### config.mk
export PLATFORM = sky130hd
export DESIGN_NAME = serial_adder_ctrl
export DESIGN_NICKNAME = d
export VERILOG_FILES = /design/src/rtl/serial_adder_ctrl.sv
export SDC_FILE = /design/constraint.sdc
export NUM_CORES = 1
export LEC_CHECK = 0
export ABC_AREA = 1
export CAP_MARGIN = 10
export CORE_ASPECT_RATIO = 1.1
export CORE_MARGIN = 2
export CORE_UTILIZATION = 53
export CTS_CLUSTER_DIAMETER = 200
export DETAILED_ROUTE_END_ITERATION = 16
export PLACE_DENSITY = 0.87
export SYNTH_ARGS = -nofsm -noshare
export SYNTH_HDL_FRONTEND = slang
export SYNTH_SLANG_ARGS = --single-unit
### constraint.sdc
create_clock -name clk -period 1.5 [get_ports clk]
set_input_delay 0.225 -clock clk [delete_from_list [all_inputs] [get_ports clk]]
set_output_delay 0.225 -clock clk [all_outputs]
set_load 0.005 [all_outputs]
### src/rtl/serial_adder_ctrl.sv
// serial_adder_ctrl: bit-serial adder with IDLE/RUN/DONE control.
// Adds two WIDTH-bit operands LSB first, one bit per clock, through a single
// full-adder cell made of two half adders whose carries are ORed together.
// Optional feature: define SERIAL_ADDER_OVF_EN to add the signed overflow output ovf.
// Ports:
//   clk    - clock, rising edge
//   rst    - asynchronous active-high reset
//   start  - request one addition (accepted in IDLE or DONE)
//   a, b   - addends, latched when start is accepted
//   busy   - high while the addition runs
//   done   - one-cycle pulse with the result valid
//   sum    - a+b modulo 2^WIDTH, held until the next completed addition
//   cout   - carry out of bit WIDTH-1, held like sum
//   ovf    - (SERIAL_ADDER_OVF_EN only) two's-complement overflow, held like sum
module serial_adder_ctrl #(
  parameter int unsigned WIDTH = 8
) (
  input  logic             clk,
  input  logic             rst,
  input  logic             start,
  input  logic [WIDTH-1:0] a,
  input  logic [WIDTH-1:0] b,
  output logic             busy,
  output logic             done,
  output logic [WIDTH-1:0] sum,
  output logic             cout
`ifdef SERIAL_ADDER_OVF_EN
  , output logic           ovf
`endif
);

  localparam int unsigned CW = $clog2(WIDTH);

  typedef enum logic [1:0] {IDLE, RUN, DONE} state_t;

  state_t           state, state_d;
  logic [WIDTH-1:0] a_sr, a_sr_d;
  logic [WIDTH-1:0] b_sr, b_sr_d;
  logic [WIDTH-1:0] res_sr, res_sr_d;
  logic [CW-1:0]    cnt, cnt_d;
  logic             carry, carry_d;
  logic [WIDTH-1:0] sum_d;
  logic             cout_d, busy_d, done_d;
`ifdef SERIAL_ADDER_OVF_EN
  logic             ovf_d;
`endif

  // Full adder on the current LSBs: two half adders plus an OR of their carries
  logic ha1_s, ha1_c, fa_s, ha2_c, fa_c;
  assign ha1_s = a_sr[0] ^ b_sr[0];
  assign ha1_c = a_sr[0] & b_sr[0];
  assign fa_s  = ha1_s ^ carry;
  assign ha2_c = ha1_s & carry;
  assign fa_c  = ha1_c | ha2_c;

  // State and datapath registers
  always_ff @(posedge clk or posedge rst) begin
    if (rst) begin
      state  <= IDLE;
      a_sr   <= '0;
      b_sr   <= '0;
      res_sr <= '0;
      cnt    <= '0;
      carry  <= 1'b0;
      sum    <= '0;
      cout   <= 1'b0;
      busy   <= 1'b0;
      done   <= 1'b0;
`ifdef SERIAL_ADDER_OVF_EN
      ovf    <= 1'b0;
`endif
    end else begin
      state  <= state_d;
      a_sr   <= a_sr_d;
      b_sr   <= b_sr_d;
      res_sr <= res_sr_d;
      cnt    <= cnt_d;
      carry  <= carry_d;
      sum    <= sum_d;
      cout   <= cout_d;
      busy   <= busy_d;
      done   <= done_d;
`ifdef SERIAL_ADDER_OVF_EN
      ovf    <= ovf_d;
`endif
    end
  end

  // Next-state and next-output logic
  always_comb begin
    state_d  = state;
    a_sr_d   = a_sr;
    b_sr_d   = b_sr;
    res_sr_d = res_sr;
    cnt_d    = cnt;
    carry_d  = carry;
    sum_d    = sum;
    cout_d   = cout;
    busy_d   = 1'b0;
    done_d   = 1'b0;
`ifdef SERIAL_ADDER_OVF_EN
    ovf_d    = ovf;
`endif
    unique case (state)
      IDLE, DONE: begin
        if (start) begin
          a_sr_d  = a;
          b_sr_d  = b;
          carry_d = 1'b0;
          cnt_d   = '0;
          busy_d  = 1'b1;
          state_d = RUN;
        end else begin
          state_d = IDLE;
        end
      end
      RUN: begin
        a_sr_d   = a_sr >> 1;
        b_sr_d   = b_sr >> 1;
        res_sr_d = {fa_s, res_sr[WIDTH-1:1]};
        carry_d  = fa_c;
        cnt_d    = cnt + CW'(1);
        busy_d   = 1'b1;
        if (cnt == CW'(WIDTH - 1)) begin
          // Last bit: publish the result together with the done pulse
          cnt_d   = '0;
          busy_d  = 1'b0;
          done_d  = 1'b1;
          sum_d   = {fa_s, res_sr[WIDTH-1:1]};
          cout_d  = fa_c;
`ifdef SERIAL_ADDER_OVF_EN
          // carry into the MSB is the carry flop at this point
          ovf_d   = carry ^ fa_c;
`endif
          state_d = DONE;
        end
      end
      default: state_d = IDLE;
    endcase
  end

endmodule

==> results.md <==
* Number of synthesized flops with an enable pin at 0
* Max incr delay on CP at 0.50 ns
* Antenna Cells at 0
* Number of global-route vias before repair at 1,314
* Worst path bufs/invs at 1
* Family with the most delay on the worst path: buffers and inverters
* Skew final at 0.00796 ns
* Pre-CTS WS at 0.118 ns
* Row count at 22
* Mapped cell area at 1890 sq um
* Tcrit/Tclk final at 95.5%
* Initial antenna violation count at 0
* CP endpoint kind: primary output
* Synth Register Bits at 40
* Multi-input logic area at 653 sq um
* Initial DRC count at 58
* Fmax at 698 MHz
* Worst-path clk slew at 0.12 ns
* Final setup fails at 0
* Layout cell share with drive strength beyond 1 at 10.6%
* # DRC at 0
* Cts hold-fix bufs at 0
* Die Footprint at 4060 sq um
* Largest net degree at the start of global routing at 41
* Core outline area at 3390 sq um
* Synth Instances at 222
* CP Max Fanout at 2
* GP Congestion at 0.776
* Setup repair bufs after CTS at 0
* Status: completed
* Die X at 61.0 um
* PD cells at 1950 nW/um^2
* Slew Viols, Final at 0
* Relative slew margins at 79.2%
* Dominant synthesized flop cell: dfrtp_1
* Hpwl dp at 2.28 mm
* Via Count at 1,432
* Final WL at 3.33 mm
* Pleak at 1.24 nW
* CP startpoint kind: flop
* Synthesis Warnings at 0
* Avg Cell Area, Syn at 8.52 sq um
* Distinct cells, synth at 18
* Hold Path Class: in -> async
* Root Buffer: clkbuf_4
* Chip Height at 66.7 um
* Final hold violations at 0
* Synth top area cells: dfrtp_1 (53%), nand2_1 (15%), inv_1 (7.9%)
* Drt wl/cell at 11.0 um
* Critical Path AT at 1.21 ns
* P&R area growth vs syn at 20.4%
* TritonCTS Buffers at 5
* Sequential cell area at 1000 sq um
* Most common cell in the synthesized netlist: nand2_1
* Initial DRT Pass Iterations at 4
* Via density at 4.74
* Total grt overflow at 0
* Cell taking the most area after synthesis: dfrtp_1
* Async S/R FF share, synth at 100%
* Most frequent cells after synthesis: nand2_1 (74), dfrtp_1 (40), inv_1 (40)
* Setup CP Type: reg -> out
* CP Cell Sequence: clkdlybuf4s50_1
* Final nets at 275
* Worst vdd ir at 1.12 mV
* FILL cells at 294
* CTS Sinks at 40
* Post-route ant nets at 0
* Tot GR Track Use at 18.1%
* Critical-path top delay cell: clkdlybuf4s50_1
* I/O Buffers at 29
* CP required at 1.27 ns
* Min Tclk post-route at 1.43 ns
* Top-level I/O count at 30
* Clock Latency Late Sink at 0.34 ns
* First-pass GRT wire length at 5.44 mm
* RSZ-0062 raised after global routing: false
* CTS HTree Levels at 2
* Share of the synthesized area in the top cell type at 52.9%
* Worst Hold Slack at 0.231 ns
* Setup TNS at 0 ns
* Worst slew pin tran at 0.312 ns
* Syn_nets at 244
* Core Util, Final at 67.3%
* TritonCTS clock tree: yes
* Max-cap violations at 0
* Longest Clk Path Bufs at 2
* Starting Density at 55.9%
* Sequential fraction of the synthesis area at 52.9%
* Setup ws final at 0.0673 ns
worst min-delay path: stages:
cell and delay, ns:
clkdlybuf4s50_1 0.40, inv_1 0.09, buf_12 0.23
state kept, by name, summed over array words and instances (netlist names), 2 cells and up:
signal	flops
sum	8
b_sr	8
a_sr	8
cnt	3
state	2
res_sr	7
path summary, 6_finish.rpt:
check                          start        to  slack, ns  cells after the start
min                              rst    sum[6]       0.23                      3
max in group asynchronous        rst  state[0]       1.07                      3
max reg2reg                   cnt[0]      cout       0.11                      6
min reg2reg                res_sr[1]    sum[0]       0.47                      2
max                           sum[4]    sum[4]       0.07                      1
min in group clk                a[7]   a_sr[7]       0.46                      3
power breakdown:
part / internal, mW / switching (mW) / total (mW) / leakage [nW]
Clock: 0.223 / 0.340 / 0.563 / 0.0380
Combinational: 0.851 / 1.16 / 2.01 / 0.707
Sequential: 1.57 / 0.284 / 1.86 / 0.497
area by class of cell:
class | count | area share, %
Clock buffer | 6 | 2.25
Tap cell | 48 | 2.64
Sequential cell | 40 | 44.0
Clock inverter | 2 | 0.440
Timing Repair Buffer | 33 | 14.7
Inverter | 43 | 7.31
Multi-Input combinational cell | 130 | 28.7
placed cells by master (no fill, tap or decap), types with 2 or more instances in the layout:
cell type	n
o21ai_2	7
nand2_4	3
nand3_1	28
clkdlybuf4s50_1	28
inv_2	2
buf_4	3
inv_1	40
o21ai_0	12
nand2_1	74
ha_1	2
dfrtp_1	40
clkbuf_4	5
clkinv_2	2
timing repair:
| item | in CTS | in global routing |
|---|---|---|
| hold endpoints to repair | 0 | 0 |
| resized for setup | 0 | 1 |
| setup endpoints to repair | 0 | 1 |
through the flow:
step           instance area (sq um)  std cells  power, mW
2_1_floorplan                   1890        222       3.37
3_3_place_gp                    2210        294       3.80
3_5_place_dp                    2210        294       3.90
4_1_cts                         2270        302       4.46
5_1_grt                         2280        302       4.85
6_report                        2280        302       4.43
cells by family after synthesis:
logic type	after synthesis	synth area share (%)
simple gates	108	25.7
flops	40	52.9
buf+inv	52	12.6
fa+ha+maj	3	2.38
compound gates	19	6.42
layer usage:
| layer | routed length (um) | track usage [%] | up-vias |
|---|---|---|---|
| li1 | - | - | 737 |
| met1 | 1560 | 23.8 | 661 |
| met2 | 1580 | 27.8 | 26 |
| met3 | 113 | 4.47 | 8 |
| met4 | 74 | 8.70 | 0 |
| met5 | 0 | 0 | - |
No activity file was read; power rests on OpenSTA's default activity.
